`config.mk`:
```
export PLATFORM = sky130hd
export DESIGN_NAME = slice_adder_seq
export DESIGN_NICKNAME = d
export VERILOG_FILES = /design/src/rtl/slice_adder_seq.sv
export SDC_FILE = /design/constraint.sdc
export NUM_CORES = 1
export LEC_CHECK = 0
export BUFFER_PORTS_ARGS = -buffer_cell sky130_fd_sc_hd__buf_2
export CAP_MARGIN = 20
export CORE_ASPECT_RATIO = 0.8
export CORE_MARGIN = 3
export CORE_UTILIZATION = 56
export CTS_BUF_LIST = sky130_fd_sc_hd__clkbuf_4
export CTS_CLUSTER_DIAMETER = 80
export DETAILED_ROUTE_END_ITERATION = 16
export PLACE_DENSITY = 0.93
export SYNTH_ARGS = -nofsm -noshare
export SYNTH_HDL_FRONTEND = slang
export SYNTH_SLANG_ARGS = --single-unit
```
`constraint.sdc`:
```
create_clock -name clk -period 3.3 [get_ports clk]
set_input_delay 0.165 -clock clk [delete_from_list [all_inputs] [get_ports clk]]
set_output_delay 0.165 -clock clk [all_outputs]
set_load 0.1 [all_outputs]
```
`src/rtl/slice_adder_seq.sv`:
```
`default_nettype none
// ============================================================================
//  Module      : slice_adder_seq
//  Description : Multi-cycle adder/subtractor. Adds WIDTH-bit operands one
//                SLICE-bit slice per clock through a single ripple-carry slice.
//                A carry register links the slices across cycles. Provides
//                subtract mode, signed-overflow detection and a
//                start/busy/done handshake.
//  Ports       : clk      - rising-edge clock
//                rst_n    - asynchronous active-low reset
//                start    - request, sampled only in IDLE
//                sub      - 0: A+B, 1: A-B (sampled with start)
//                in_a     - operand A (sampled with start)
//                in_b     - operand B (sampled with start)
//                busy     - high while the slices are being processed
//                done     - one-cycle pulse, out/overflow valid
//                out      - {carry_out, sum}; for sub, MSB=1 means no borrow
//                overflow - two's-complement overflow of the last operation
//  Revision    : 1.0 - initial release
// ============================================================================

// ----------------------------------------------------------------------------
//  Full-adder cell built from XOR/AND/OR gates.
//  o_co = a.b + (a^b).ci
// ----------------------------------------------------------------------------
module slice_adder_seq_fa (
   input  logic i_a,
   input  logic i_b,
   input  logic i_ci,
   output logic o_s,
   output logic o_co
);
   logic w_p;

   assign w_p  = i_a ^ i_b;
   assign o_s  = w_p ^ i_ci;
   assign o_co = (i_a & i_b) | (w_p & i_ci);
endmodule

module slice_adder_seq #(
   parameter int WIDTH = 16,
   parameter int SLICE = 4
) (
   input  logic             clk,
   input  logic             rst_n,
   input  logic             start,
   input  logic             sub,
   input  logic [WIDTH-1:0] in_a,
   input  logic [WIDTH-1:0] in_b,
   output logic             busy,
   output logic             done,
   output logic [WIDTH:0]   out,
   output logic             overflow
);

   // Guarded division keeps elaboration alive long enough to report the error.
   localparam int NSLICE = (SLICE > 0) ? (WIDTH / SLICE) : 1;
   localparam int IDXW   = (NSLICE > 1) ? $clog2(NSLICE) : 1;
   localparam logic [IDXW-1:0] C_LAST_IDX = IDXW'(NSLICE - 1);

   if ((SLICE < 1) || ((WIDTH % ((SLICE > 0) ? SLICE : 1)) != 0)) begin : g_bad_params
      $fatal(1, "slice_adder_seq: WIDTH must be a positive multiple of SLICE");
   end

   typedef enum logic [1:0] {
      S_IDLE = 2'd0,
      S_RUN  = 2'd1,
      S_DONE = 2'd2
   } state_t;

   state_t             r_state;
   state_t             w_state_nxt;

   logic [WIDTH-1:0]   r_a;
   logic [WIDTH-1:0]   r_b;
   logic               r_sub;
   logic               r_carry;
   logic [IDXW-1:0]    r_idx;
   logic [WIDTH-1:0]   r_sum;
   logic               r_cout;
   logic               r_ovf;

   logic [SLICE-1:0]   w_a_slc;
   logic [SLICE-1:0]   w_b_slc;
   logic [SLICE-1:0]   w_sum;
   logic [SLICE:0]     w_c;
   logic               w_last;

   // Operands are shifted down one slice per RUN cycle, so the active slice
   // always sits in the low bits; no wide index multiplexer is needed.
   assign w_a_slc = r_a[SLICE-1:0];
   assign w_b_slc = r_b[SLICE-1:0] ^ {SLICE{r_sub}};
   assign w_c[0]  = r_carry;
   assign w_last  = (r_idx == C_LAST_IDX);

   for (genvar i = 0; i < SLICE; i++) begin : g_fa
      slice_adder_seq_fa u_fa (
         .i_a  (w_a_slc[i]),
         .i_b  (w_b_slc[i]),
         .i_ci (w_c[i]),
         .o_s  (w_sum[i]),
         .o_co (w_c[i+1])
      );
   end

   // ---------------------------------------------------------------- FSM
   always_ff @(posedge clk or negedge rst_n) begin
      if (!rst_n) begin
         r_state <= S_IDLE;
      end else begin
         r_state <= w_state_nxt;
      end
   end

   always_comb begin
      w_state_nxt = r_state;
      busy        = 1'b0;
      done        = 1'b0;
      case (r_state)
         S_IDLE: begin
            if (start) begin
               w_state_nxt = S_RUN;
            end
         end
         S_RUN: begin
            busy = 1'b1;
            if (w_last) begin
               w_state_nxt = S_DONE;
            end
         end
         S_DONE: begin
            done        = 1'b1;
            w_state_nxt = S_IDLE;
         end
         default: begin
            w_state_nxt = S_IDLE;
         end
      endcase
   end

   // ----------------------------------------------------------- datapath
   always_ff @(posedge clk or negedge rst_n) begin
      if (!rst_n) begin
         r_a     <= '0;
         r_b     <= '0;
         r_sub   <= 1'b0;
         r_carry <= 1'b0;
         r_idx   <= '0;
         r_sum   <= '0;
         r_cout  <= 1'b0;
         r_ovf   <= 1'b0;
      end else begin
         case (r_state)
            S_IDLE: begin
               if (start) begin
                  r_a     <= in_a;
                  r_b     <= in_b;
                  r_sub   <= sub;
                  // Subtraction is A + ~B + 1: the +1 enters as carry-in.
                  r_carry <= sub;
                  r_idx   <= '0;
                  r_sum   <= '0;
                  r_cout  <= 1'b0;
                  r_ovf   <= 1'b0;
               end
            end
            S_RUN: begin
               r_a     <= r_a >> SLICE;
               r_b     <= r_b >> SLICE;
               // Each new slice enters at the top and moves down one slice per
               // cycle; after NSLICE cycles slice k lands at bits [k*SLICE +: SLICE].
               // Partial values in between are not meaningful.
               r_sum   <= (r_sum >> SLICE) | (WIDTH'(w_sum) << (WIDTH - SLICE));
               r_carry <= w_c[SLICE];
               r_idx   <= r_idx + 1'b1;
               if (w_last) begin
                  r_cout <= w_c[SLICE];
                  // Carry into the MSB vs. carry out of the MSB.
                  r_ovf  <= w_c[SLICE] ^ w_c[SLICE-1];
               end
            end
            default: begin
            end
         endcase
      end
   end

   assign out      = {r_cout, r_sum};
   assign overflow = r_ovf;

endmodule
`default_nettype wire

```
Word-level counts from Yosys, hierarchy flattened --
Cells that the tools add are included.
Word-level totals: bits in registers 56, latch bits 0, RAM bits 0, memory bits (read-only) 0, bits of input ports 36, output and inout bits 20, logic and storage cells 64, memories kept 0
Cells by class: add/subtract/negate cells 1, multiply operators 0, div/mod/pow operators 0, magnitude comparators 0, equality and inequality tests 5, shift-type cells 0, mux-type cells 20, bitwise operators 23, reductions and logical operators 6
Operators by type and width (number):
- case mux 16 bit (2 select lines) | 3
- 2-to-1 mux 16 bit | 3
- bitwise OR 12 x 16 -> 16 bit | 1
- bitwise XOR 1 bit | 9
- AND 1 bit | 8
- case mux 2 bit (2 select lines) | 2
- 2-to-1 mux 1 bit | 6
- 2-to-1 mux 2 bit | 3
- case mux 1 bit (2 select lines) | 3
- AND reduction 2 bit | 3
- == test 2 bit, second input constant | 2
- inequality test 2 bit, second input constant | 2
- bitwise OR 1 bit | 4
- bitwise XOR 4 bit | 1
- AND reduction 3 bit | 1
- adder 2 x 1 -> 2 bit, second input constant | 1
- == test 2 x 1 -> 1 bit, second input constant | 1
- logical NOT 2 bit | 1
- nonzero test 2 bit | 1

Logic depth before layout (Yosys ltp) --
depth in word-level cells 13, depth in mapped cells 10, mapped depth without buffers 9

Hierarchy --
From an unflattened synthesis, not the netlist that was laid out.
Unflattened totals: cells, all modules 195, area, all modules 2484.9 um^2
By module, submodules not included:
- slice_adder_seq | instances 1, cells an instance 191, area each 2404.8 um^2, seq. area each 1401.3 um^2
- slice_adder_seq_fa | instances 4, cells an instance 1, area each 20.0 um^2, seq. area each 0.0 um^2

Worst setup path before layout --
OpenSTA, ideal clock, no wires.
path kind register to register, from reg r_sub, to reg r_ovf, in the netlist overflow, library setup time 122 ps, arrival 2453 ps, data required time 3178 ps, path slack 725 ps, cell stages (with the launch flop) 11, path buffers 1, period minus slack after synthesis 2575 ps, cell sequence dfrtp_1 -> clkbuf_1 -> xnor2_1 -> fa_1 -> inv_1 -> fa_1 -> inv_1 -> fa_1 -> fa_1 -> xor2_1 -> a22o_1
On the way: cells in the longest elaborated chain, start to end 13, elaborated cells on any way between the ends 20, those cells by class mux (2); bitwise (18)
RTL lines:
- start, declared | line 76 | logic r_sub;
- start signal, assigned | line 158 | r_sub <= sub;
- bitwise XOR 4 bit (*) | line 92 | assign w_b_slc = r_b[SLICE-1:0] ^ {SLICE{r_sub}};
- bitwise XOR 1 bit | line 35 | assign w_p = i_a ^ i_b;
- AND 1 bit | line 37 | assign o_co = (i_a & i_b) | (w_p & i_ci);
- bitwise OR 1 bit | line 37
- AND 1 bit | line 37
- bitwise OR 1 bit | line 37
- AND 1 bit | line 37
- bitwise OR 1 bit | line 37
- AND 1 bit | line 37
- bitwise OR 1 bit | line 37
- bitwise XOR 1 bit (*) | line 179 | r_ovf <= w_c[SLICE] ^ w_c[SLICE-1];
- 2-to-1 mux 1 bit (*) | line 176 | if (w_last) begin
- case mux 1 bit (2 select lines) (*) | line 153 | case (r_state)
- end signal, assigned | line 179
- end, declared | line 81 | logic r_ovf;
Mark *: on every way between the ends. The rest lies on a longest branch, timed or not. The select of a mux whose other input is x is not followed. A chain may end at the register's enable or synchronous reset.

Worst setup path after layout --
Same ends and word-level chain as after synthesis.

==> flow_summary.toml <==
[outcome]
status = "completed"

[min_path]
holdPathStages = 2
holdCritPathClass = "input port to register"
hold_path_end = "r_b[12]$_DFFE_PN0P_"
min-delay-start = "in_b[12]"

[logic_synthesis]
ys_warn_count = 0
synth_cell_types = 29
synth_cells = 205
syn_nets = 246
netlist_area_um2 = 2506
ys_seq_area_frac = 0.5592
avgSynthCellArea_um2 = 12.23
ys_ff_latch = 56

[cts]
post-cts-setup-buffers = 0
cts_buffers = 5
clock-sinks = 56
htreeDepth = 2
clock_latency_ns = 0.36
cts_tree = "built"
root_buffer = "clkbuf_4"
clkTransAtPathRegs_ns = 0.14
clockBufferDepth = 2

[timing]
fmax_mhz = 376.6
drv_slew = 0
tightest_slew_ns = 0.8198
setup_tns_ns = 0
finalHoldViolCount = 0
skew_ns = 0.002401
final.period_utilization = 0.8048
rsz0062_at_grt = "no"
setup_violations = 0
slew_headroom = 0.4535
timing.final.crit_period_ns = 2.656

[global_route]
grt_pass1_vias = 1722
grt_pass1_wl_um = 7465
track_usage = 0.1816
grt_max_degree = 75
grt_overflow = 0
antenna_found_initial = 0

[setup_path]
critical_path_class = "register to register"
cp.arrival_ns = 2.92
required_ns = 3.57
crit_start = "r_sub$_DFFE_PN0P_"
r2r-end = "overflow$_DFFE_PN0P_"
r2r_cells = 9
path_max_fanout = 5
end_kind = "register"
startpoint_type = "register"
worstReg2RegStart = "r_sub$_DFFE_PN0P_"
r2r_slack_ns = 0.64

[die]
std_cell_rows = 21
core_area_um2 = 4257
start_util = 0.5888
pin_count = 56
die_area_um2 = 5319
die_y_um = 65.84
die_w_um = 80.80

[routing]
drtAntennaViolNets = 0
firstDrtPassIters = 4
wl_per_cell_um = 14.36
via_per_inst = 5.339
routed_wl_um = 4539
vias = 1687
initialDrtViolationCount = 83
drc = 0

[job]
drv_cap = 0

[cells_and_area]
area.sequential_um2 = 1401
syn2layout_area_growth_pct = 13.18
drive_above_1_share = 0.2741
fin_nets = 300
multi_input_area_um2 = 940.9
n_antenna_cell = 0
nFillCells = 346

[placement]
dpl.hpwl_um = 3213
io_buffer_count = 55
place_congestion = 0.8487
## timing repair
item / 4_1_cts / 5_1_grt
endpoints found under the hold margin: 40 / 0
setup endpoints to repair: 0 / 0
hold buffers: 4 / 0
resized for setup: 0 / 0
## cells in the mapped netlist
cell type	count	area, µm²
nand2b_4	1	13.76
buf_12	2	40.04
o21ai_1	24	120.1
buf_8	1	15.01
inv_1	7	26.28
and2_4	1	8.760
a221oi_1	1	8.760
a21oi_1	2	10.01
o21ai_0	4	20.02
fa_1	4	80.08
xor2_1	2	17.52
mux2_1	1	11.26
inv_6	1	8.760
or2_2	1	6.260
buf_4	2	15.01
buf_6	3	33.78
a22o_1	24	210.2
buf_2	5	25.02
ha_1	1	12.51
xnor2_1	3	26.28
dfrtp_1	56	1401
or3b_2	1	8.760
mux2i_1	24	240.2
nor3b_1	1	7.510
o21bai_2	1	11.26
and2b_1	1	7.510
clkbuf_1	2	7.510
o21bai_1	1	7.510
nand2_1	28	105.1
## how the worst max path moves through the flow
stage / end
after floorplan: overflow$_DFFE_PN0P_
after global placement: overflow$_DFFE_PN0P_
after detailed placement: overflow$_DFFE_PN0P_
after CTS: overflow$_DFFE_PN0P_
after global routing: overflow$_DFFE_PN0P_
final: overflow$_DFFE_PN0P_
## placed cells by master, fill, tap and decap left out
cell type	n
clkinv_2	1
nor3b_1	1
inv_6	1
or3b_2	1
buf_4	3
o21bai_1	1
mux2_1	1
a22o_1	24
xor2_1	2
ha_1	1
clkbuf_4	6
mux2i_1	24
and2b_1	1
or2_2	1
dlygate4sd3_1	4
fa_1	4
o21bai_4	1
inv_1	7
a221oi_1	1
a21oi_1	2
nand2_1	28
nand2b_4	1
dfrtp_1	56
buf_2	55
xnor2_1	3
and2_4	1
o21ai_1	24
o21ai_0	4
## flip-flops by register name (all words and copies together) (netlist names)
| name | count |
|---|---|
| r_a | 16 |
| r_b | 16 |
| overflow | 1 |
| r_idx | 2 |
| r_carry | 1 |
| r_cout | 1 |
| r_state | 2 |
| r_sub | 1 |
| r_sum | 16 |
## kinds of logic after synthesis
family / Yosys count / synth area share
adder cells (fa/ha/maj): 5 / 0.03695
multiplexers: 25 / 0.1003
XOR/XNOR: 5 / 0.01748
flip-flops: 56 / 0.5592
AND/OR/NAND/NOR: 34 / 0.06291
AO/OA/AOI/OAI: 57 / 0.1548
buffers and inverters: 23 / 0.06840
## stage by stage
stage / setup WS [ns] / utilization / hold WS (ns) / area, µm² / cells
2_1_floorplan: 0.7250 / - / -0.1306 / 2506 / 205
3_3_place_gp: 0.7588 / 0.6452 / 0.2980 / 2746 / 305
3_5_place_dp: 0.6587 / 0.6452 / 0.3058 / 2746 / 305
4_1_cts: 0.6331 / 0.6664 / 0.001511 / 2836 / 316
5_1_grt: 0.5284 / 0.6664 / 0.00002706 / 2836 / 316
6_report: 0.6443 / 0.6664 / 0.01192 / 2836 / 316
## routing by layer
layer  wire (µm)  vias up  GRT usage
met5           0        -          0
met4          38        0    0.04219
met3         302        6    0.04768
met2        2171       55     0.3244
met1        2027      811     0.2204
li1            -      815          -
## critical path: stages (launching register included)
cell     delay [ns]
dfrtp_1        0.47
xnor2_1        0.17
fa_1           0.36
inv_1          0.07
fa_1           0.16
inv_1          0.05
fa_1           0.42
fa_1           0.47
xor2_1         0.20
a22o_1         0.19
## layout make-up
cell class              count  area share
clock buffers               6     0.01588
clock inverters             1    0.001764
inverters                   8     0.01235
multi-input cells         126      0.3317
flip-flops and latches     56      0.4940
well taps                  57     0.02514
repair buffers             62      0.1191
Power is not shown: default switching activity piles up to over one toggle a cycle in this logic, so the estimate is an artifact.
